[src/rtl/fir_pkg.sv]
// Shared definitions for the FIR MAC sequencer: default sizes and FSM state encoding.
// Latency: n/a (declarations only).
// Backpressure: n/a.
package fir_pkg;

    localparam int FIR_N_TAPS = 4;   // number of filter taps (2..16)
    localparam int FIR_DW     = 16;  // signed sample / coefficient width
    localparam int FIR_ACCW   = 32;  // signed accumulator / output width

    typedef enum logic [1:0] {
        IDLE = 2'd0,
        MAC  = 2'd1,
        OUT  = 2'd2
    } fir_state_e;

endpackage

[src/rtl/fir_mac_sequencer_if.sv]
// Handshake/bus bundle between a sample source/result sink (master) and the sequencer (slave).
// Latency: n/a (wires only).
// Backpressure: in_valid/in_ready for samples, out_valid/out_ready for results.
// Signals: coef_we/coef_addr/coef_wdata (coefficient write), in_valid/in_ready/x_in (sample in),
//          out_valid/out_ready/y_out (result out), busy (sequencer not idle).
interface fir_mac_sequencer_if
    import fir_pkg::*;
#(
    parameter int N_TAPS = FIR_N_TAPS,
    parameter int DW     = FIR_DW,
    parameter int ACCW   = FIR_ACCW
);
    localparam int AW = $clog2(N_TAPS);

    logic                   coef_we;
    logic [AW-1:0]          coef_addr;
    logic signed [DW-1:0]   coef_wdata;
    logic                   in_valid;
    logic                   in_ready;
    logic signed [DW-1:0]   x_in;
    logic                   out_valid;
    logic                   out_ready;
    logic signed [ACCW-1:0] y_out;
    logic                   busy;

    modport master (
        output coef_we, coef_addr, coef_wdata, in_valid, x_in, out_ready,
        input  in_ready, out_valid, y_out, busy
    );

    modport slave (
        input  coef_we, coef_addr, coef_wdata, in_valid, x_in, out_ready,
        output in_ready, out_valid, y_out, busy
    );

endinterface

[src/rtl/fir_mac_unit.sv]
// Signed multiply-accumulate: combinational full-width product, registered wrapping accumulator.
// Latency: one cycle from operands to accumulator; acc_sum is the combinational next sum.
// Backpressure: none; en holds the accumulator, clr zeroes it (clr wins).
// Ports: clk, reset (async, active-high), clr, en, a, b (DW signed), acc_sum (ACCW signed).
module fir_mac_unit
    import fir_pkg::*;
#(
    parameter int DW   = FIR_DW,
    parameter int ACCW = FIR_ACCW
) (
    input  logic                   clk,
    input  logic                   reset,
    input  logic                   clr,
    input  logic                   en,
    input  logic signed [DW-1:0]   a,
    input  logic signed [DW-1:0]   b,
    output logic signed [ACCW-1:0] acc_sum
);

    logic signed [2*DW-1:0] prod;
    logic signed [ACCW-1:0] acc_q;
    logic signed [ACCW-1:0] acc_d;

    always_comb begin
        // Widen both operands first so the product is exact at 2*DW bits.
        prod    = (2*DW)'(a) * (2*DW)'(b);
        // Sign-extend into the accumulator; the sum wraps modulo 2^ACCW.
        acc_sum = acc_q + ACCW'(prod);
        acc_d   = acc_q;
        if (clr) begin
            acc_d = '0;
        end else if (en) begin
            acc_d = acc_sum;
        end
    end

    always_ff @(posedge clk or posedge reset) begin
        if (reset) begin
            acc_q <= '0;
        end else begin
            acc_q <= acc_d;
        end
    end

endmodule

[src/rtl/fir_mac_sequencer.sv]
// Time-multiplexed FIR: one shared MAC walks N_TAPS taps per accepted sample.
// Latency: out_valid rises N_TAPS cycles after the accepting edge; one sample per N_TAPS+2 cycles.
// Backpressure: in_ready only in IDLE; result held in OUT until out_ready.
// Ports: clk, reset (async, active-high), bus (fir_mac_sequencer_if.slave).
module fir_mac_sequencer
    import fir_pkg::*;
#(
    parameter int N_TAPS = FIR_N_TAPS,
    parameter int DW     = FIR_DW,
    parameter int ACCW   = FIR_ACCW
) (
    input  logic                  clk,
    input  logic                  reset,
    fir_mac_sequencer_if.slave    bus
);

    localparam int            AW       = $clog2(N_TAPS);
    localparam logic [AW-1:0] LAST_TAP = AW'(N_TAPS - 1);

    fir_state_e             state_q, state_d;
    logic [AW-1:0]          tap_q, tap_d;
    logic signed [DW-1:0]   d_q [N_TAPS];
    logic signed [DW-1:0]   d_d [N_TAPS];
    logic signed [DW-1:0]   h_q [N_TAPS];
    logic signed [DW-1:0]   h_d [N_TAPS];
    logic signed [ACCW-1:0] y_q, y_d;
    logic signed [ACCW-1:0] acc_sum;

    logic accept;
    logic out_fire;
    logic last_tap;
    logic mac_en;

    assign accept   = bus.in_valid && bus.in_ready;
    assign out_fire = bus.out_valid && bus.out_ready;
    assign mac_en   = (state_q == MAC);
    assign last_tap = mac_en && (tap_q == LAST_TAP);

    // State register
    always_ff @(posedge clk or posedge reset) begin
        if (reset) begin
            state_q <= IDLE;
        end else begin
            state_q <= state_d;
        end
    end

    // Next-state logic
    always_comb begin
        state_d = state_q;
        unique case (state_q)
            IDLE:    if (accept)   state_d = MAC;
            MAC:     if (last_tap) state_d = OUT;
            OUT:     if (out_fire) state_d = IDLE;
            default:               state_d = IDLE;
        endcase
    end

    // Output logic
    always_comb begin
        bus.in_ready  = (state_q == IDLE);
        bus.out_valid = (state_q == OUT);
        bus.busy      = (state_q != IDLE);
        bus.y_out     = y_q;
    end

    // Datapath: coefficient file, delay line, tap counter, result register
    always_comb begin
        d_d   = d_q;
        h_d   = h_q;
        tap_d = tap_q;
        y_d   = y_q;

        // Writes land before any MAC cycle reads them, so a sample accepted
        // in the same cycle already sees the new coefficient.
        if ((state_q == IDLE) && bus.coef_we && (int'(bus.coef_addr) < N_TAPS)) begin
            h_d[bus.coef_addr] = bus.coef_wdata;
        end

        if (accept) begin
            for (int i = N_TAPS - 1; i > 0; i--) begin
                d_d[i] = d_q[i-1];
            end
            d_d[0] = bus.x_in;
            tap_d  = '0;
        end else if (mac_en) begin
            tap_d = tap_q + AW'(1);
        end

        // Capture the completed sum as the last tap is added; the accumulator
        // is cleared on the next accept, so y must keep its own copy.
        if (last_tap) begin
            y_d = acc_sum;
        end
    end

    always_ff @(posedge clk or posedge reset) begin
        if (reset) begin
            tap_q <= '0;
            y_q   <= '0;
            for (int i = 0; i < N_TAPS; i++) begin
                d_q[i] <= '0;
                h_q[i] <= '0;
            end
        end else begin
            tap_q <= tap_d;
            y_q   <= y_d;
            d_q   <= d_d;
            h_q   <= h_d;
        end
    end

    fir_mac_unit #(
        .DW   (DW),
        .ACCW (ACCW)
    ) u_mac (
        .clk     (clk),
        .reset   (reset),
        .clr     (accept),
        .en      (mac_en),
        .a       (d_q[tap_q]),
        .b       (h_q[tap_q]),
        .acc_sum (acc_sum)
    );

endmodule

[src/flat_wrapper.sv]
// flat-port wrapper written by rule: the top's interface ports become plain ports
module fir_mac_sequencer_flat import fir_pkg::*;
#(
    parameter int N_TAPS = FIR_N_TAPS,
    parameter int DW     = FIR_DW,
    parameter int ACCW   = FIR_ACCW
)
  (clk, reset, bus_coef_we, bus_coef_addr, bus_coef_wdata, bus_in_valid, bus_x_in, bus_out_ready, bus_in_ready, bus_out_valid, bus_y_out, bus_busy);
  fir_mac_sequencer_if #(.N_TAPS(N_TAPS), .DW(DW), .ACCW(ACCW)) bus_i ();
  input  logic clk;
  input  logic reset;
  input wire logic [$bits(bus_i.coef_we)-1:0] bus_coef_we;
  input wire logic [$bits(bus_i.coef_addr)-1:0] bus_coef_addr;
  input wire logic [$bits(bus_i.coef_wdata)-1:0] bus_coef_wdata;
  input wire logic [$bits(bus_i.in_valid)-1:0] bus_in_valid;
  input wire logic [$bits(bus_i.x_in)-1:0] bus_x_in;
  input wire logic [$bits(bus_i.out_ready)-1:0] bus_out_ready;
  output wire logic [$bits(bus_i.in_ready)-1:0] bus_in_ready;
  output wire logic [$bits(bus_i.out_valid)-1:0] bus_out_valid;
  output wire logic [$bits(bus_i.y_out)-1:0] bus_y_out;
  output wire logic [$bits(bus_i.busy)-1:0] bus_busy;
  assign bus_i.coef_we = bus_coef_we;
  assign bus_i.coef_addr = bus_coef_addr;
  assign bus_i.coef_wdata = bus_coef_wdata;
  assign bus_i.in_valid = bus_in_valid;
  assign bus_i.x_in = bus_x_in;
  assign bus_i.out_ready = bus_out_ready;
  assign bus_in_ready = bus_i.in_ready;
  assign bus_out_valid = bus_i.out_valid;
  assign bus_y_out = bus_i.y_out;
  assign bus_busy = bus_i.busy;
  fir_mac_sequencer #(.N_TAPS(N_TAPS), .DW(DW), .ACCW(ACCW)) u_core (.clk(clk), .reset(reset), .bus(bus_i));
endmodule
[config.mk]
export PLATFORM = sky130hd
export DESIGN_NAME = fir_mac_sequencer_flat
export DESIGN_NICKNAME = d
export VERILOG_FILES = /design/src/rtl/fir_pkg.sv /design/src/rtl/fir_mac_sequencer_if.sv /design/src/rtl/fir_mac_unit.sv /design/src/rtl/fir_mac_sequencer.sv /design/src/flat_wrapper.sv
export SDC_FILE = /design/constraint.sdc
export NUM_CORES = 1
export LEC_CHECK = 0
export CORE_UTILIZATION = 55
export CTS_BUF_LIST = sky130_fd_sc_hd__clkbuf_16
export CTS_CLUSTER_DIAMETER = 100
export DETAILED_ROUTE_END_ITERATION = 16
export PLACE_DENSITY = 0.74
export SLEW_MARGIN = 40
export SYNTH_ARGS = -nofsm -noshare
export SYNTH_HDL_FRONTEND = slang
export SYNTH_SLANG_ARGS = --single-unit
export TNS_END_PERCENT = 10
[constraint.sdc]
create_clock -name clk -period 20.6 [get_ports clk]
set_input_delay 2.06 -clock clk [delete_from_list [all_inputs] [get_ports clk]]
set_output_delay 2.06 -clock clk [all_outputs]
set_load 0.03 [all_outputs]
==> results of run 1 <==
[cell families (layout without fill, tap and decap cells)]
kind of cell | after synthesis | count (layout) | synth area share
xor+xnor | 40 | 40 | 0.0184
simple gates | 405 | 405 | 0.0943
fa+ha+maj | 391 | 391 | 0.372
mux | 187 | 187 | 0.116
flops | 196 | 196 | 0.257
compound gates | 171 | 171 | 0.0569
buf+inv | 419 | 468 | 0.0858
[per-stage QoR]
stage / area, um2 / std cells / utilization
detailed placement: 20200 / 2274 / 0.597
CTS: 20800 / 2306 / 0.616
global placement: 20200 / 2273 / 0.597
global route: 20800 / 2306 / 0.616
finish: 20800 / 2306 / 0.616
floorplan: 19100 / 1809 / -
[final cells by class]
cell class	count	area, um2	area share
timing repair buffer	89	851	0.0409
multi-input combinational	1194	12600	0.603
tap	448	561	0.0269
inverter	347	1320	0.0632
clock buffer	17	425	0.0204
sequential	196	4910	0.236
clock inverter	15	211	0.0102
[layout by cell type, fill, tap and decap left out, types with 3 or more instances in the layout]
cell type          n
nand3_1           39
buf_4             16
and2_1            31
mux4_2            11
o21a_1            18
clkinv_8           4
nand2_1          178
o211ai_1           3
dfrtp_1          194
nand4_1            4
inv_12             5
o31ai_1            3
xor2_1            15
a31oi_1            3
inv_8              5
o21bai_1           6
mux2_2           154
clkbuf_16         17
o211a_1            3
mux2i_1           22
a21oi_1           23
nor3_1             7
o21ai_1           22
a21o_1             7
nand2b_1          14
nor2_1            99
nor2b_1           16
fa_1             291
clkdlybuf4s50_1   73
inv_1            346
ha_1              99
xnor2_1           25
o21ai_0           60
o21ai_2            5
[state kept, by name, summed over array words and instances, names as in the netlist]
signal / cells
u_core.bus.y_out: 32
u_core.tap_q: 2
u_core.d_q: 64
u_core.u_mac.acc_q: 32
u_core.state_q: 2
u_core.h_q: 64
[worst max path at each step]
| stage | startpoint | end | cells past startpoint |
|---|---|---|---|
| global route | u_core.tap_q[0]$_DFFE_PP0P_ | u_core.u_mac.acc_q[28]$_DFFE_PP0P_ | 24 |
| floorplan | reset | u_core.bus.y_out[0]$_DFFE_PP0P_ | 1 |
| global placement | u_core.tap_q[0]$_DFFE_PP0P_ | u_core.bus.y_out[26]$_DFFE_PP0P_ | 23 |
| finish | u_core.tap_q[0]$_DFFE_PP0P_ | u_core.u_mac.acc_q[28]$_DFFE_PP0P_ | 24 |
| detailed placement | u_core.tap_q[0]$_DFFE_PP0P_ | u_core.u_mac.acc_q[28]$_DFFE_PP0P_ | 24 |
| CTS | u_core.tap_q[0]$_DFFE_PP0P_ | u_core.u_mac.acc_q[28]$_DFFE_PP0P_ | 24 |
[metal layers]
metal	wire, um	up-vias	share of wire	GRT usage
li1	-	5723	-	-
met1	19000	6503	0.44	0.374
met2	20400	478	0.47	0.428
met3	2950	68	0.068	0.0444
met4	846	0	0.020	0.0772
met5	0	-	0	0
[critical path: cells and delay by family, from the launching register on]
kind | cells | cell delay, ps
adder cells (fa/ha/maj) | 7 | 3510
buffers and inverters | 6 | 1140
AND/OR/NAND/NOR | 4 | 940
AO/OA/AOI/OAI | 5 | 930
flip-flops | 1 | 770
multiplexers | 1 | 410
XOR/XNOR | 1 | 220
==> flow_metrics.tcl, run 1 <==
set metrics [dict create \
    n_antenna_cell 0 \
    coreArea_mm2 0.0338 \
    place_ws_ps 12480 \
    hold_path_depth 2 \
    crit_fanout 36 \
    synth_edf_count 0 \
    portBuffers 73 \
    cap_violations 0 \
    r2r_setup_slack_ps 12520 \
    worstHoldEndpoint "u_core.bus.y_out[12]$_DFFE_PP0P_" \
    die_w_um 188 \
    synth_nets 2239 \
    critPathSlowestCell "dfrtp_2" \
    synthCells 1809 \
    synth_top_area_frac 0.307 \
    worstMarginPinSlew_ps 886 \
    setup_slack_ps 12520 \
    overflow 0 \
    area_growth_pct 9.25 \
    drtIter0Drc 842 \
    dp_hpwl_um 34000 \
    fmax_ghz 0.124 \
    path_cells "buf_4 -> mux2_2 -> o21a_1 -> nand2_1 -> inv_1 -> fa_2 -> inv_1 -> fa_1 -> inv_1 -> fa_1 -> fa_1 -> fa_1 -> inv_1 -> fa_1 -> inv_1 -> ha_1 -> and2_1 -> and3_1 -> and4_1 -> a211oi_1 -> o21ai_0 -> a21oi_1 -> xor2_1 -> o21ai_1" \
    antenna_found_initial 0 \
    seq_area_frac_synth 0.257 \
    synth-seq-cells 196 \
    clockBufferDepth 2 \
    r2r-end "u_core.u_mac.acc_q[28]$_DFFE_PP0P_" \
    fp-row-count 67 \
    wirelength_um 43300 \
    vias_per_cell 5.54 \
    cts_tree "built" \
    num_io_pins 74 \
    timing.rr.start "u_core.tap_q[0]$_DFFE_PP0P_" \
    arrival_ps 8420 \
    nFillCells 2722 \
    ys_types 58 \
    setup-violations-final 0 \
    cts_made_buffers 17 \
    clk_latency_ps 480 \
    synth_top_cells_by_area "fa_1 31%, dfrtp_1 26%, mux2_2 9.1%, inv_1 6.8%, ha_1 6.5%" \
    drv_slew 0 \
    die_y_um 188 \
    place_congestion 0.978 \
    tns_ps 0 \
    ys_warn_count 0 \
    ctsResizeCount 0 \
    first_pass_iters 5 \
    final_hold_viol_count 0 \
    slew-limit-headroom 0.403 \
    cp-end-kind "flip-flop" \
    status "finished, final reports clean" \
    htreeDepth 4 \
    finalCriticalPeriod_ps 8080 \
    synth_top_area_cell "fa_1" \
    synth_area_per_cell_um2 10.5 \
    critPathKind "reg2reg" \
    grt_first_pass_wirelength_um 73100 \
    r2r_cells 24 \
    synth-async-reset-ratio 1.00 \
    wl_per_cell_um 18.8 \
    grt_max_degree 143 \
    ant_nets 0 \
    synth.most_common_cell "inv_1" \
    start_util 0.564 \
    yosys-top-cells-count "347 x inv_1, 292 x fa_1, 196 x dfrtp_1" \
    fin_worst_skew_ps 18.1 \
    syn_area_mm2 0.0191 \
    grt_setup_unrepaired "no" \
    hp-start "u_core.bus.y_out[12]$_DFFE_PP0P_" \
    grt_usage 0.267 \
    final.period_utilization 0.392 \
    grt_pass1_vias 13900 \
    cts_num_sinks 196 \
    critPathRequiredTime_ps 20940 \
    fin_hold_ws_ps 480 \
    drc_errors 0 \
    critPathMaxStageDelay_ps 770 \
    post_cts_buffers 0 \
    cts_hold_buf 0 \
    synthFlopType "dfrtp_1" \
    hold_class "reg2reg" \
    root_buffer "clkbuf_16" \
    drive_above_1_share 0.130 \
    layout.nets 2275 \
    crit_path_start_kind "flip-flop" \
    path_clk_slew_ps 90 \
    die_area_mm2 0.0354 \
    num_vias 12800 \
]
Power of run 1 is left out: the tool's default activity adds up to more than one toggle a clock period on the data nets, which glitch-free logic cannot reach.
==> run 2: changes to the inputs <==
--- a/config.mk
+++ b/config.mk
@@ -9,7 +9,7 @@
 export CTS_BUF_LIST = sky130_fd_sc_hd__clkbuf_16
 export CTS_CLUSTER_DIAMETER = 100
 export DETAILED_ROUTE_END_ITERATION = 16
-export PLACE_DENSITY = 0.74
+export PLACE_DENSITY = 0.77
 export SLEW_MARGIN = 40
 export SYNTH_ARGS = -nofsm -noshare
 export SYNTH_HDL_FRONTEND = slang
==> constraint.sdc (replaced) <==
create_clock -name clk -period 7 [get_ports clk]
set_input_delay 0.7 -clock clk [delete_from_list [all_inputs] [get_ports clk]]
set_output_delay 0.7 -clock clk [all_outputs]
set_load 0.03 [all_outputs]
==> run 2 against run 1 <==
  * Final cell count rose by 4.1%
  * Wire length rose by 6.6%
  * Core utilization up 3.1 points
  * First-iteration DRC count grew 24%
  * Worst hold slack worse by 1.6 ps
  * Die area unchanged
  * Global-route usage down 0.18 points
  * Largest cell class unchanged
==> flow_metrics.tcl, run 2 (synthesized netlist as in run 1, its figures left out) <==
set metrics [dict create \
    area_growth_pct 14.7 \
    cts_tree "built" \
    die_y_um 188 \
    path_clk_slew_ps 80 \
    fin_worst_skew_ps 18.3 \
    root_buffer "clkbuf_16" \
    wirelength_um 46200 \
    start_util 0.564 \
    vias_per_cell 5.54 \
    fp-row-count 67 \
    cap_violations 0 \
    cts_num_sinks 196 \
    final.period_utilization 0.983 \
    crit_fanout 11 \
    grt_max_degree 140 \
    first_pass_iters 5 \
    grt_usage 0.265 \
    setup_slack_ps 121 \
    cts_made_buffers 17 \
    r2r_setup_slack_ps 120 \
    num_vias 13300 \
    drive_above_1_share 0.187 \
    critPathKind "reg2reg" \
    grt_pass1_vias 13800 \
    place_ws_ps 21.5 \
    antenna_found_initial 0 \
    crit_start "u_core.tap_q[0]$_DFFE_PP0P_" \
    dp_hpwl_um 34400 \
    critPathRequiredTime_ps 7320 \
    wl_met3_um 3520 \
    highest-signal-layer "met4" \
    n_antenna_cell 0 \
    wl_per_cell_um 19.2 \
    portBuffers 73 \
    timing.rr.start "u_core.tap_q[0]$_DFFE_PP0P_" \
    status "finished, final reports clean" \
    htreeDepth 4 \
    mostFrequentLayoutCell "inv_1" \
    drc_errors 0 \
    hold_path_depth 2 \
    grt_first_pass_wirelength_um 72900 \
    die_w_um 188 \
    drv_slew 0 \
    r2r_cells 24 \
    hold_class "reg2reg" \
    fin_cells 2401 \
    num_io_pins 74 \
    grt_setup_unrepaired "yes" \
    worstHoldEndpoint "u_core.bus.y_out[5]$_DFFE_PP0P_" \
    setup-violations-final 0 \
    crit_path_start_kind "flip-flop" \
    fmax_ghz 0.145 \
    ant_nets 0 \
    dp.cells 2320 \
    slew-limit-headroom 0.499 \
    r2r-end "u_core.bus.y_out[30]$_DFFE_PP0P_" \
    routed-wl-met2_um 21400 \
    hp-start "u_core.bus.y_out[5]$_DFFE_PP0P_" \
    met1_length_um 19700 \
    worstMarginPinSlew_ps 752 \
    clockBufferDepth 2 \
    cp-end-kind "flip-flop" \
    drtIter0Drc 1044 \
    final_cell_mix "343 x inv_1, 289 x fa_1, 194 x dfrtp_1, 178 x nand2_1, 154 x mux2_2" \
    final_hold_viol_count 0 \
    die_area_mm2 0.0354 \
    top_regs "u_core.d_q x64, u_core.h_q x64" \
    place_congestion 0.943 \
    arrival_ps 7200 \
    layout.nets 2371 \
    overflow 0 \
    clk_latency_ps 460 \
    coreArea_mm2 0.0338 \
    finalCriticalPeriod_ps 6880 \
]
-- run 2: changes by cell type in the layout (fill, tap and decap cells not counted), moves of 4 or more --
cell	change
buf_12	+9
buf_4	+72
buf_6	+9
ha_1	-7
ha_4	+4
inv_12	-4
o21a_1	-9
o21a_2	+9
-- run 2: critical path, stage by stage, from the launching register on --
cell and delay [ps]:
dfrtp_2 470, buf_12 170, mux2_2 370, o21a_2 270
nand2_1 170, inv_1 110, fa_2 580, inv_1 60
fa_2 600, inv_4 80, fa_1 470, fa_1 500
fa_1 510, inv_1 60, fa_1 490, inv_1 50
ha_1 330, and2_1 210, and3_2 260, and4_1 220
a21oi_1 130, o211ai_1 120, a31oi_1 210, xor2_1 220
o21ai_1 80
-- run 2: what timing repair did --
action | CTS | global route
setup buffers | 0 | 46
hold buffers | 0 | 0
setup endpoints to repair | 0 | 24
resized for setup | 0 | 60
-- run 2: area by class of cell --
| cell class | count | area, um2 |
|---|---|---|
| multi-input combinational | 1195 | 12700 |
| fill | 2583 | 11900 |
| sequential | 196 | 4910 |
| timing repair buffer | 184 | 1760 |
| inverter | 347 | 1320 |
| tap | 448 | 561 |
| clock buffer | 17 | 425 |
| clock inverter | 14 | 169 |
-- run 2: metrics by stage --
step	utilization	area [um2]	hold WS [ps]	setup TNS, ps
after floorplan	-	19100	469	-42.7
after global placement	0.608	20600	460	0
after detailed placement	0.609	20600	470	0
after CTS	0.627	21200	487	0
after global routing	0.647	21900	512	-1120
final	0.647	21900	479	0
-- run 2: how the worst max path moves through the flow --
stage | slack (ps) | to | cells after the start
2_1_floorplan | -40 | u_core.bus.y_out[26]$_DFFE_PP0P_ | 25
3_3_place_gp | 150 | u_core.u_mac.acc_q[30]$_DFFE_PP0P_ | 24
3_5_place_dp | 20 | u_core.u_mac.acc_q[30]$_DFFE_PP0P_ | 24
4_1_cts | 10 | u_core.bus.y_out[26]$_DFFE_PP0P_ | 24
5_1_grt | -120 | u_core.bus.y_out[30]$_DFFE_PP0P_ | 24
6_report | 120 | u_core.bus.y_out[30]$_DFFE_PP0P_ | 24
-- run 2: layer usage --
layer  up-vias  GRT usage
li1       5922          -
met4         0     0.0707
met2       519      0.420
met3       113     0.0522
met5         -          0
met1      6737      0.373
Power of run 2 is left out for the same reason.
==> run 3: changes to the inputs <==
==> constraint.sdc (replaced) <==
create_clock -name clk -period 7 [get_ports clk]
set_input_delay 0.7 -clock clk [delete_from_list [all_inputs] [get_ports clk]]
set_output_delay 0.7 -clock clk [all_outputs]
set_load 0.05 [all_outputs]
==> results of run 3 <==
The final DEF is identical to that of run 2; final timing and power are the same.
Power of run 3 is left out for the same reason.
